===== config.mk =====
export PLATFORM = sky130hd
export DESIGN_NAME = div_bcd_conv
export DESIGN_NICKNAME = d
export VERILOG_FILES = /design/src/rtl/div_bcd_pkg.sv /design/src/rtl/div_res_fifo.sv /design/src/rtl/div_bcd_conv.sv
export SDC_FILE = /design/constraint.sdc
export NUM_CORES = 1
export LEC_CHECK = 0
export BUFFER_PORTS_ARGS = -buffer_cell sky130_fd_sc_hd__buf_2
export CAP_MARGIN = 20
export CORE_MARGIN = 2
export CORE_UTILIZATION = 35
export DETAILED_ROUTE_END_ITERATION = 6
export HOLD_SLACK_MARGIN = 0.02
export PLACE_DENSITY = 0.52
export REMOVE_ABC_BUFFERS = 1
export SYNTH_ARGS = -nofsm -noshare
export SYNTH_HDL_FRONTEND = slang
export SYNTH_SLANG_ARGS = --single-unit

===== constraint.sdc =====
create_clock -name clk -period 1.42 [get_ports clk]
set_input_delay 0 -clock clk [delete_from_list [all_inputs] [get_ports clk]]
set_output_delay 0 -clock clk [all_outputs]
set_load 0.03 [all_outputs]

===== src/rtl/div_bcd_pkg.sv =====
// Shared types and sizing helpers for the divider-result BCD converter.
// Latency: n/a (package only).
// Backpressure: n/a (package only).
package div_bcd_pkg;

  // Converter control states: wait for work, run double-dabble, present result.
  typedef enum logic [1:0] {
    IDLE  = 2'd0,
    SHIFT = 2'd1,
    DONE  = 2'd2
  } state_t;

  // Decimal digits needed for an n-bit quotient (77/256 ~ log10(2)).
  function automatic int qd_digits(input int n);
    return (n * 77) / 256 + 1;
  endfunction

  // Decimal digits needed for an m-bit remainder.
  function automatic int rd_digits(input int m);
    return (m * 77) / 256 + 1;
  endfunction

endpackage


===== src/rtl/div_res_fifo.sv =====
// Small FIFO holding divider results waiting for BCD conversion.
// Latency: an entry written at an edge is visible at the head (fall-through) right after it.
// Backpressure: none upstream; a write while full is refused, full tells the caller.
module div_res_fifo #(
  parameter int WIDTH = 13,
  parameter int DEPTH = 4
) (
  input  logic             clk,
  input  logic             rstn,
  input  logic             i_wr_vld,
  input  logic [WIDTH-1:0] i_wr_dat,
  input  logic             i_rd_rdy,
  output logic [WIDTH-1:0] o_rd_dat,
  output logic             full,
  output logic             empty
);

  localparam int AW = $clog2(DEPTH);
  localparam logic [AW:0] PTR_ONE = {{AW{1'b0}}, 1'b1};

  logic [WIDTH-1:0] r_mem [DEPTH];
  logic [AW:0]      r_wr_ptr;
  logic [AW:0]      r_rd_ptr;
  logic             w_push;
  logic             w_pop;

  // Extra pointer bit distinguishes full from empty when the indices match.
  assign full     = (r_wr_ptr[AW] != r_rd_ptr[AW]) &&
                    (r_wr_ptr[AW-1:0] == r_rd_ptr[AW-1:0]);
  assign empty    = (r_wr_ptr == r_rd_ptr);
  assign w_push   = i_wr_vld && !full;
  assign w_pop    = i_rd_rdy && !empty;
  assign o_rd_dat = r_mem[r_rd_ptr[AW-1:0]];

  // Storage array; contents are don't-care while empty, so no reset.
  always_ff @(posedge clk) begin
    if (w_push) begin
      r_mem[r_wr_ptr[AW-1:0]] <= i_wr_dat;
    end
  end

  // Read/write pointers; reset empties the FIFO.
  always_ff @(posedge clk) begin
    if (!rstn) begin
      r_wr_ptr <= '0;
      r_rd_ptr <= '0;
    end else begin
      if (w_push) r_wr_ptr <= r_wr_ptr + PTR_ONE;
      if (w_pop)  r_rd_ptr <= r_rd_ptr + PTR_ONE;
    end
  end

endmodule


===== src/rtl/div_bcd_conv.sv =====
// Converts divider quotient/remainder pairs to packed BCD via double-dabble (optional DIV_BCD_DROP_CNT_EN adds drop_cnt).
// Latency: result sampled at edge k is presented after edge k+N+2; one result per N+2 cycles.
// Backpressure: bcd_vld/bcd_rdy hold the result; none upstream, overflowing results are dropped and flag ovf.
module div_bcd_conv
  import div_bcd_pkg::*;
#(
  parameter int  N     = 8,
  parameter int  M     = 5,
  parameter int  DEPTH = 4,
  localparam int QD    = qd_digits(N),
  localparam int RD    = rd_digits(M)
) (
  input  logic            clk,
  input  logic            rstn,
  input  logic            res_rdy,
  input  logic [N-1:0]    merchant,
  input  logic [M-1:0]    remainder,
  output logic            bcd_vld,
  input  logic            bcd_rdy,
  output logic [4*QD-1:0] bcd_quo,
  output logic [4*RD-1:0] bcd_rem,
`ifdef DIV_BCD_DROP_CNT_EN
  output logic [7:0]      drop_cnt,
`endif
  output logic            ovf
);

  localparam int WD = N + M;
  localparam int CW = $clog2(N + 1);
  localparam logic [CW-1:0] CNT_ONE  = {{(CW-1){1'b0}}, 1'b1};
  localparam logic [CW-1:0] CNT_LAST = CW'(N - 1);

  logic            r_in_vld;
  logic [WD-1:0]   r_in_dat;
  logic            w_full;
  logic            w_empty;
  logic [WD-1:0]   w_head;

  state_t          r_state;
  state_t          w_state_nxt;
  logic            w_load;
  logic            w_shift;
  logic            w_last;

  logic [N-1:0]    r_qbin;
  logic [N-1:0]    r_rbin;
  logic [4*QD-1:0] r_quo_acc;
  logic [4*QD-1:0] w_quo_adj;
  logic [4*QD-1:0] w_quo_shf;
  logic [4*RD-1:0] r_rem_acc;
  logic [4*RD-1:0] w_rem_adj;
  logic [4*RD-1:0] w_rem_shf;
  logic [CW-1:0]   r_cnt;
  logic [4*QD-1:0] r_bcd_quo;
  logic [4*RD-1:0] r_bcd_rem;
  logic            r_ovf;

  // Capture stage in front of the FIFO; a pulse seen during reset is discarded.
  always_ff @(posedge clk) begin
    if (!rstn) begin
      r_in_vld <= 1'b0;
      r_in_dat <= '0;
    end else begin
      r_in_vld <= res_rdy;
      r_in_dat <= {merchant, remainder};
    end
  end

  div_res_fifo #(
    .WIDTH (WD),
    .DEPTH (DEPTH)
  ) u_fifo (
    .clk      (clk),
    .rstn     (rstn),
    .i_wr_vld (r_in_vld),
    .i_wr_dat (r_in_dat),
    .i_rd_rdy (w_load),
    .o_rd_dat (w_head),
    .full     (w_full),
    .empty    (w_empty)
  );

  // Sticky drop flag: a write into a full FIFO is lost even if a pop happens that cycle.
  always_ff @(posedge clk) begin
    if (!rstn) begin
      r_ovf <= 1'b0;
    end else if (r_in_vld && w_full) begin
      r_ovf <= 1'b1;
    end
  end

`ifdef DIV_BCD_DROP_CNT_EN
  logic [7:0] r_drop_cnt;

  // Saturating count of dropped results.
  always_ff @(posedge clk) begin
    if (!rstn) begin
      r_drop_cnt <= 8'd0;
    end else if (r_in_vld && w_full && (r_drop_cnt != 8'hFF)) begin
      r_drop_cnt <= r_drop_cnt + 8'd1;
    end
  end

  assign drop_cnt = r_drop_cnt;
`endif

  // FSM state register.
  always_ff @(posedge clk) begin
    if (!rstn) begin
      r_state <= IDLE;
    end else begin
      r_state <= w_state_nxt;
    end
  end

  assign w_last = (r_cnt == CNT_LAST);

  // Next-state and datapath controls: pop+load in IDLE, N shifts, hold in DONE.
  always_comb begin
    w_state_nxt = r_state;
    w_load      = 1'b0;
    w_shift     = 1'b0;
    case (r_state)
      IDLE: begin
        if (!w_empty) begin
          w_load      = 1'b1;
          w_state_nxt = SHIFT;
        end
      end
      SHIFT: begin
        w_shift = 1'b1;
        if (w_last) w_state_nxt = DONE;
      end
      DONE: begin
        if (bcd_rdy) w_state_nxt = IDLE;
      end
      default: w_state_nxt = IDLE;
    endcase
  end

  // Double-dabble step: add 3 to every digit >= 5, then shift in the next binary MSB.
  always_comb begin
    w_quo_adj = r_quo_acc;
    for (int d = 0; d < QD; d++) begin
      if (r_quo_acc[4*d +: 4] >= 4'd5) w_quo_adj[4*d +: 4] = r_quo_acc[4*d +: 4] + 4'd3;
    end
    w_rem_adj = r_rem_acc;
    for (int d = 0; d < RD; d++) begin
      if (r_rem_acc[4*d +: 4] >= 4'd5) w_rem_adj[4*d +: 4] = r_rem_acc[4*d +: 4] + 4'd3;
    end
    w_quo_shf = (w_quo_adj << 1) | (4*QD)'(r_qbin[N-1]);
    w_rem_shf = (w_rem_adj << 1) | (4*RD)'(r_rbin[N-1]);
  end

  // Conversion datapath; outputs are only updated by the final shift so they hold elsewhere.
  always_ff @(posedge clk) begin
    if (!rstn) begin
      r_qbin    <= '0;
      r_rbin    <= '0;
      r_quo_acc <= '0;
      r_rem_acc <= '0;
      r_cnt     <= '0;
      r_bcd_quo <= '0;
      r_bcd_rem <= '0;
    end else if (w_load) begin
      r_qbin    <= w_head[WD-1:M];
      r_rbin    <= N'(w_head[M-1:0]);
      r_quo_acc <= '0;
      r_rem_acc <= '0;
      r_cnt     <= '0;
    end else if (w_shift) begin
      r_qbin    <= r_qbin << 1;
      r_rbin    <= r_rbin << 1;
      r_quo_acc <= w_quo_shf;
      r_rem_acc <= w_rem_shf;
      r_cnt     <= r_cnt + CNT_ONE;
      if (w_last) begin
        r_bcd_quo <= w_quo_shf;
        r_bcd_rem <= w_rem_shf;
      end
    end
  end

  assign bcd_vld = (r_state == DONE);
  assign bcd_quo = r_bcd_quo;
  assign bcd_rem = r_bcd_rem;
  assign ovf     = r_ovf;

endmodule


== Yosys cells after proc, flatten, opt, wreduce, memory -nomap -nowiden ==
Memory sizes are Yosys's and may differ from the RTL's. A register that Yosys moved wholly into a read port is not among the register bits.
Index checks and enable logic that the tools add are counted.
Widths: inputs -> output; s select.
Word-level totals
  register bits: 83
  RAM bits: 52
  output and inout port bits: 22
  memories kept: 1
Cells by class
  add/subtract/negate cells: 8
  $lt $le $gt $ge: 5
  equality and inequality tests: 9
  muxes and demuxes: 20
  bitwise operators: 4
  reductions and logical operators: 11
Memories
  u_fifo.r_mem: depth 4, width 13, rd ports 1, clocked after memory_dff 1, write ports 1, line div_res_fifo.sv:21  | logic [WIDTH-1:0] r_mem [DEPTH];
Operators with widths (count)
  $ge 4x3->1 const B: 5
  $mux 8: 2
  $add 4x2->4 const B: 3
  $mux 4: 3
  $or 12x1->12: 1
  $mux 2: 5
  $mux 5: 2
  $or 8x1->8: 1
  $add 3x1->3 const B: 2
  $add 3x2->3 const B: 2
  $mux 3: 2
  $pmux 2 s3: 1
  $reduce_and 3->1: 2
  $mux 1: 5
  $add 4x1->4 const B: 1
  $eq 4x3->1 const B: 1
  $logic_and 1x1->1: 4
  $ne 2x2->1 const B: 2
  $eq 3x3->1: 1
  $eq 2x1->1 const B: 1
  $eq 2x2->1: 1
  $eq 2x2->1 const B: 1
  $logic_not 1->1: 2
  $logic_not 2->1: 1
  5 further kinds: 6

== Logic depth before layout (Yosys ltp) ==
Gate-level depths: netlist of the first run.
  depth in word-level cells: 6
  mapped depth: 7

== Modules after synthesis ==
From an unflattened synthesis of the first run, not the netlist that was laid out.
Second synthesis, totals
  cells, all modules: 474
  area total of the unflattened synthesis: 5560.3 um^2
Modules (own cells, without submodules)
  div_bcd_conv: instances 1, cells each 339, area an instance 3120.5 um^2, seq. area each 1541.5 um^2
  div_res_fifo: instances 1, cells each 135, area an instance 2439.8 um^2, seq. area each 1721.7 um^2

== Worst setup path before layout of the first run ==
OpenSTA, ideal clock, no wires.
  path kind: reg-to-reg
  from: reg u_fifo.r_wr_ptr[1]
  to: mem u_fifo.r_mem[3][0] (enable)
  setup time: 0.329 ns
  data arrival time: 1.230 ns
  slack: -0.139 ns
  cell stages (with the launch flop): 4
  buffers on the path: 0
  clock period less this slack: 1.559 ns
  cells stage by stage: dfxtp_1 -> xnor2_1 -> a31oi_1 -> and2_2
Between the ends
  cells in the longest elaborated chain, start to end: 6
RTL lines
  from (decl): line div_res_fifo.sv:22  | logic [AW:0] r_wr_ptr;
  from (signal assigned): line div_res_fifo.sv:48  | if (w_push) r_wr_ptr <= r_wr_ptr + PTR_ONE;
  $eq 2x2->1: line div_res_fifo.sv:29  | (r_wr_ptr[AW-1:0] == r_rd_ptr[AW-1:0]);
  $logic_and 1x1->1: line div_res_fifo.sv:28  | assign full = (r_wr_ptr[AW] != r_rd_ptr[AW]) &&
  $logic_not 1->1: line div_res_fifo.sv:31  | assign w_push = i_wr_vld && !full;
  $logic_and 1x1->1: line div_res_fifo.sv:31
  $mux 1: line div_res_fifo.sv:37  | if (w_push) begin
  $mux 1 (implied by the code): line div_res_fifo.sv:38  | r_mem[r_wr_ptr[AW-1:0]] <= i_wr_dat;
  to (decl): line div_res_fifo.sv:21
Several ways; a longest one is shown, not always the timed one.

== Worst setup path after layout of the first run ==
  from: reg u_fifo.r_rd_ptr[0]
  to: reg r_qbin[1]
Between the ends
  cells in the longest elaborated chain, start to end: 4
  elaborated cells between the ends (all ways): 5
  those cells by class: 1 x eq/ne; 3 x mux; 1 x reduce/logical
RTL lines
  from (decl): line div_res_fifo.sv:23  | logic [AW:0] r_rd_ptr;
  from (signal assigned): line div_res_fifo.sv:49  | if (w_pop) r_rd_ptr <= r_rd_ptr + PTR_ONE;
  $eq 3x3->1 (*): line div_res_fifo.sv:30  | assign empty = (r_wr_ptr == r_rd_ptr);
  $mux 1 (*): line div_bcd_conv.sv:125  | if (!w_empty) begin
  $mux 1 (*): line div_bcd_conv.sv:123  | case (r_state)
  $mux 8 or $reduce_bool 2->1 (tied branches)
  to (signal assigned): line div_bcd_conv.sv:166  | r_qbin <= w_head[WD-1:M];
  to (signal assigned): line div_bcd_conv.sv:172  | r_qbin <= r_qbin << 1;
  to (decl): line div_bcd_conv.sv:45  | logic [N-1:0] r_qbin;
Every way passes the cells marked *; elsewhere a longest branch is shown, timed or not.
A chain may end at the register's enable or synchronous reset.

==> reports/metrics.yaml, run 1 <==
cells_and_area:
  fin_nets: 621
  num_antenna_cells: 0
  area_growth_pct: 43.8
  fillCellCount: 1317
  final_area_um2: 7880
  final_cells: 812
  regArea_um2: 3300
  multiInputGateArea_um2: 2630
  drive_above_1_share_pct: 44.4
timing:
  relSlewSlack_pct: 73.7
  finalHoldViolations: 0
  worstMarginPinSlew_ns: 0.394
  fin_ws_ns: -0.0975
  skew_ns: 0.00794
  fin_crit_ns: 1.52
  slew_violations: 0
  rsz0062_at_grt: "true"
  timing.final.crit_share_pct: 107
  tns_ns: -3.03
  setup_viol: 98
  fmax_mhz: 659
  hold_slack_ns: 0.0584
clock_network:
  ctsHtreeMaxLevel: 4
  cts_tree: "yes"
  cts_sinks: 137
  cts_buffers: 17
  root_buffer: "clkbuf_16"
  clk_latency_ns: 0.42
  clk_pin_slew_ns: 0.06
  clk_path_buf_depth: 2
grt:
  grt_pass1_vias: 3604
  grt_max_degree: 28
  antenna_found_initial: 0
  grt_pass1_wl_um: 17200
  globalRoute.totalOverflow: 0
  grt_usage_pct: 13.6
yosys:
  synth_cell_type_count: 38
  synthArstFlopShare_pct: 0
  ys_ff_latch: 137
  yosysSeqAreaShare_pct: 59.5
  synth-main-ff-cell: "dfxtp_1"
  synth_edf_count: 52
  avgSynthCellArea_um2: 11.5
  syn_area_um2: 5480
  syn_inst: 475
  ys_warn_count: 0
status:
  failed_checks: "setup timing"
  outcome: "finished, violations left"
critical_path:
  worstPathArrival_ns: 1.88
  worstSetupPathType: "reg -> reg"
  cp-end-kind: "flip-flop"
  startpoint_type: "flip-flop"
  required_ns: 1.78
  crit_path_max_fanout: 2
floorplanning:
  initial_core_util_pct: 35.9
  rows: 45
  io-pin-count: 39
  core_area_um2: 15300
  die_y_um: 129
  die_w_um: 129
  die-area_um2: 16700
pwr:
  peakVddDrop_mv: 0.988
  p_leak_uw: 0.00301
  power.total_uw: 12700
  power.density_nw_per_um2: 1610
placed_design:
  gp_congestion: 0.777
  placed_area_um2: 6290
  place_inst: 752
  hpwl_um: 6970
  portBuffers: 38
job:
  maxCapViolations: 0
min_path:
  worstHoldPathType: "in -> reg"
drt:
  dr.pass1.iters: 4
  wl_um: 12000
  route.detailed.drc: 0
  ant_nets: 0
  routed_via_density: 4.72
  wl_per_cell_um: 14.8
  drtIter0Drc: 158
  num_vias: 3833
## metrics by stage
| step | setup slack (ns) | util (%) |
|---|---|---|
| 4_1_cts | -0.0876 | 47.7 |
| 3_5_place_dp | -0.186 | 41.2 |
| 5_1_grt | -0.167 | 51.7 |
| 3_3_place_gp | -0.153 | 41.2 |
| 6_report | -0.0975 | 51.7 |
| 2_1_floorplan | -0.980 | - |
## logic make-up (layout without fill, tap and decap cells)
kind of cell	count (synthesis)	after routing	synth area share (%)
compound gates	85	85	10.4
xor+xnor	18	18	2.88
fa+ha+maj	16	16	3.65
buf+inv	41	165	3.47
flops	137	137	59.5
mux	19	19	6.44
simple gates	159	161	13.7
## cell usage after synthesis, types with 3 or more instances
| library cell | n | area, um2 |
|---|---|---|
| dfxtp_1 | 85 | 1700 |
| nand2_1 | 68 | 255 |
| edfxtp_1 | 52 | 1560 |
| a21oi_1 | 36 | 180 |
| nor2_1 | 32 | 120 |
| and2_1 | 18 | 113 |
| inv_1 | 17 | 63.8 |
| ha_1 | 16 | 200 |
| a21boi_0 | 14 | 105 |
| mux4_2 | 13 | 293 |
| clkbuf_1 | 11 | 41.3 |
| xnor2_1 | 11 | 96.3 |
| nand3_1 | 9 | 45.0 |
| o221ai_1 | 9 | 78.8 |
| buf_2 | 8 | 40.0 |
| nand2b_1 | 8 | 50.1 |
| o211a_1 | 8 | 80.1 |
| o21ai_0 | 8 | 40.0 |
| xor2_1 | 7 | 61.3 |
| mux2i_1 | 6 | 60.1 |
| nor3b_1 | 6 | 45.0 |
| nor2b_1 | 5 | 31.3 |
| and2_2 | 4 | 30.0 |
| a211oi_1 | 3 | 22.5 |
| buf_4 | 3 | 22.5 |
| nor3_1 | 3 | 15.0 |
## flip-flops by register name, indices dropped and copies added (netlist names), named ones only
signal	flops
r_cnt	4
r_rem_acc	8
ovf	1
u_fifo.r_mem	52
r_in_dat	13
bcd_rem	8
r_state	2
r_rbin	8
bcd_quo	12
r_in_vld	1
r_qbin	8
u_fifo.r_wr_ptr	3
r_quo_acc	12
u_fifo.r_rd_ptr	3
## power by group
| group | switching, uW | total (uW) | internal, uW |
|---|---|---|---|
| clock network | 1660 | 4540 | 2880 |
| logic | 1750 | 3440 | 1700 |
| registers | 263 | 4680 | 4410 |
## placed cells by master (no fill, tap or decap), types with 6 or more instances in the layout
master	instances
xnor2_1	6
o21ai_0	7
and2_1	18
ha_1	6
nand2b_4	7
mux4_2	13
nand3_1	7
nor2_1	26
dfxtp_2	12
nand2_2	9
o221ai_1	6
nand2_1	55
clkbuf_16	20
buf_2	37
buf_12	8
inv_2	7
buf_6	7
edfxtp_1	52
buf_4	45
dlygate4sd3_1	15
a21boi_1	11
a21oi_2	13
dfxtp_1	66
dfxtp_4	7
a21oi_1	18
inv_1	10
o211a_1	8
## worst paths after layout
check | slack, ns | endpoint | from | cells past startpoint
setup / recovery | -0.1 | r_qbin[1]$_SDFFE_PN0P_ | u_fifo.r_rd_ptr[0]$_SDFFE_PN0P_ | 7
hold / removal | 0.06 | r_cnt[0]$_SDFFE_PP0P_ | rstn | 3
setup reg to reg | -0.1 | r_qbin[1]$_SDFFE_PN0P_ | u_fifo.r_rd_ptr[0]$_SDFFE_PN0P_ | 7
hold reg to reg | 0.45 | bcd_quo[1]$_SDFFE_PN0P_ | bcd_quo[1]$_SDFFE_PN0P_ | 2
## critical path: stages, from the launching register on
cell and delay, ns:
dfxtp_2 0.35, buf_6 0.13, xor2_2 0.17, nor3_2 0.27, buf_4 0.18, nor3_2 0.04, a21oi_1 0.13, o221a_2 0.19
## layout make-up
type | instances | share of cell area, %
clock inverters | 12 | 2.08
well taps | 211 | 3.35
inverters | 17 | 0.810
repair buffers | 116 | 12.7
multi-input cells | 299 | 33.3
flip-flops and latches | 137 | 41.9
clock buffers | 20 | 5.79
## what timing repair did
item | 4_1_cts | 5_1_grt
hold endpoints to repair | 15 | 0
cloned | 0 | 6
hold buffers | 15 | 0
resized for setup | 57 | 113
buffers inserted | 1 | 6
pin swaps | 12 | 32
setup endpoints to repair | 108 | 120
## layer usage
metal  GRT usage, %  wire [um]  vias up  share of wire, %
met5              0          0        -                 0
met4           5.50        171        0               1.4
met3           4.17        373       15               3.1
met2           23.4       6240       59                52
met1           15.9       5250     1864                44
li1               -          -     1895                 -
Power figures use the tool's default switching activity.
==> run 2, diff against run 1 <==
--- a/config.mk
+++ b/config.mk
@@ -7,11 +7,14 @@
 export LEC_CHECK = 0
 export BUFFER_PORTS_ARGS = -buffer_cell sky130_fd_sc_hd__buf_2
 export CAP_MARGIN = 20
+export CELL_PAD_IN_SITES_DETAIL_PLACEMENT = 1
+export CELL_PAD_IN_SITES_GLOBAL_PLACEMENT = 1
 export CORE_MARGIN = 2
 export CORE_UTILIZATION = 35
+export CTS_CLUSTER_DIAMETER = 100
 export DETAILED_ROUTE_END_ITERATION = 6
 export HOLD_SLACK_MARGIN = 0.02
-export PLACE_DENSITY = 0.52
+export PLACE_DENSITY = 0.62
 export REMOVE_ABC_BUFFERS = 1
 export SYNTH_ARGS = -nofsm -noshare
 export SYNTH_HDL_FRONTEND = slang
==> reports/metrics.yaml, run 2 (synthesized netlist as in run 1, its figures left out) <==
status:
  outcome: "finished, violations left"
  failed_checks: "setup timing"
pwr:
  p_sw_uw: 3600  # -2.1%
  peakVddDrop_mv: 1.02  # +3.4%
  p_int_uw: 8710  # -3.0%
  p_leak_uw: 0.00296  # -1.6%
  power.density_nw_per_um2: 1590  # -0.98%
  p_comb_share_pct: 27.3  # about the same
  pwr-share-clk_pct: 34.6  # -1.3 points
  power.share.sequential_pct: 38.1  # +1.2 points
  sw_frac_of_total_pct: 29.2  # +0.20 points
floorplanning:
  rows: 45  # unchanged
  core_area_um2: 15300  # unchanged
  io-pin-count: 39  # unchanged
  initial_core_util_pct: 35.9  # unchanged
  die_w_um: 129  # unchanged
  die-area_um2: 16700  # unchanged
  die_y_um: 129  # unchanged
drt:
  wl_um: 13100  # +9.2%
  wl_per_cell_um: 16.1  # +8.4%
  ant_nets: 0  # unchanged
  routed_via_density: 4.78  # +1.3%
  drtIter0Drc: 143  # -9.5%
  num_vias: 3912  # +2.1%
  dr.pass1.iters: 4  # unchanged
  route.detailed.drc: 0  # unchanged
grt:
  grt_pass1_vias: 4115  # +14%
  grt_usage_pct: 16.1  # +2.4 points
  grt_max_degree: 26  # -7.1%
  globalRoute.totalOverflow: 0  # unchanged
  antenna_found_initial: 0  # unchanged
  grt_pass1_wl_um: 20400  # +18%
timing:
  fin_ws_ns: -0.0896  # +0.00791 ns
  slew_violations: 0  # unchanged
  finalHoldViolations: 0  # unchanged
  setup_viol: 87  # -11%
  fin_crit_ns: 1.51  # -0.00791 ns
  relSlewSlack_pct: 71.0  # -2.7 points
  rsz0062_at_grt: "true"
  skew_ns: 0.00582  # -0.00211 ns
  worstMarginPinSlew_ns: 0.435  # +0.0407 ns
  tns_ns: -5.06  # -2.03 ns
  timing.final.crit_share_pct: 106  # -0.56 points
  fmax_mhz: 662  # +0.52%
critical_path:
  r2r_setup_slack_ns: -0.09  # about the same
  worstSetupPathType: "reg -> reg"
  cp_top_family: "compound AO/OA/AOI/OAI gates"
  startpoint_type: "flip-flop"
  path_cells: "xnor2_2 -> a311o_1 -> buf_12 -> nand2_4 -> clkbuf_16 -> a21oi_1"
  worstPathArrival_ns: 1.81  # -0.07 ns
  critPathMaxStageDelay_ns: 0.39  # +0.04 ns
  required_ns: 1.72  # -0.06 ns
  worstSetupStartpoint: "u_fifo.r_wr_ptr[2]$_SDFFE_PN0P_"
  path_buf_inv: 2  # unchanged
  r2r-start: "u_fifo.r_wr_ptr[2]$_SDFFE_PN0P_"
  crit_slowest_cell: "a311o_1"
  cp-end-kind: "flip-flop"
  crit_path_max_fanout: 18  # +16
cells_and_area:
  most-common-layout-cells: "dfxtp_1, nand2_1, edfxtp_1, buf_4, buf_2"
  mostFrequentLayoutCell: "dfxtp_1"
  drive_above_1_share_pct: 40.9  # -3.5 points
  area_growth_pct: 41.3
  fin_nets: 626  # +0.81%
  final_core_util_pct: 50.7  # -0.92 points
  largest_reg_flops: 52  # unchanged
  final_cells: 818  # +0.74%
placed_design:
  place_ws_ns: -0.201  # -0.0149 ns
  portBuffers: 38  # unchanged
  gp_congestion: 0.742  # -4.5%
  hpwl_um: 8210  # +18%
  place_inst: 758  # +0.80%
clock_network:
  clk_pin_slew_ns: 0.06  # about the same
  cts_sinks: 137  # unchanged
  cts_buffers: 17  # unchanged
  ctsHtreeMaxLevel: 4  # unchanged
  root_buffer: "clkbuf_16"
  clk_path_buf_depth: 2  # unchanged
  clk_latency_ns: 0.42  # about the same
  cts_tree: "yes"
job:
  maxCapViolations: 0  # unchanged
min_path:
  worstHoldPathType: "in -> reg"
  hold_start: "rstn"
## run 2: final timing paths
check             depth (start not counted)                    endpoint
hold / removal                            2     bcd_quo[7]$_SDFFE_PN0P_
setup reg to reg                          6  r_quo_acc[11]$_SDFFE_PP0P_
hold reg to reg                           2     bcd_quo[9]$_SDFFE_PN0P_
setup / recovery                          6  r_quo_acc[11]$_SDFFE_PP0P_
## run 2: metrics by stage
stage	power, uW	hold WS [ns]	instance area (um2)
after global placement	7300	0.206	6350
after detailed placement	7410	0.210	6350
final	12300	0.0359	7740
after global routing	12900	0.0344	7740
after CTS	12100	0.0323	7330
after floorplan	6100	0.118	5350
## run 2: cell type report
class	instances	area [um2]
clock inverters	11	125
flip-flops and latches	137	3290
repair buffers	123	1090
multi-input cells	297	2450
inverters	17	71.3
clock buffers	21	450
fillers	1567	7520
diodes	1	2.50
well taps	211	264
## run 2: power groups by stage
| stage | logic, uW | registers [uW] | clock network [uW] |
|---|---|---|---|
| finish | 3360 | 4690 | 4260 |
| global route | 3660 | 4730 | 4520 |
| CTS | 3070 | 4650 | 4360 |
| detailed placement | 2710 | 4700 | 0 |
| global placement | 2630 | 4680 | 0 |
| floorplan | 1380 | 4720 | 0 |
## run 2: what timing repair did
| action | 4_1_cts | 5_1_grt |
|---|---|---|
| pin swaps | 11 | 26 |
| gates resized for setup | 64 | 78 |
| endpoints found under the hold margin | 15 | 0 |
| cloned | 2 | 3 |
| hold buffers | 15 | 0 |
| endpoints found under the setup margin | 106 | 117 |
| setup buffers | 0 | 7 |
## run 2: routing by layer
metal / routed length, um / track usage (%)
met1: 5520 / 17.4
met2: 7100 / 29.9
met3: 385 / 4.87
met4: 138 / 5.31
met5: 0 / 0
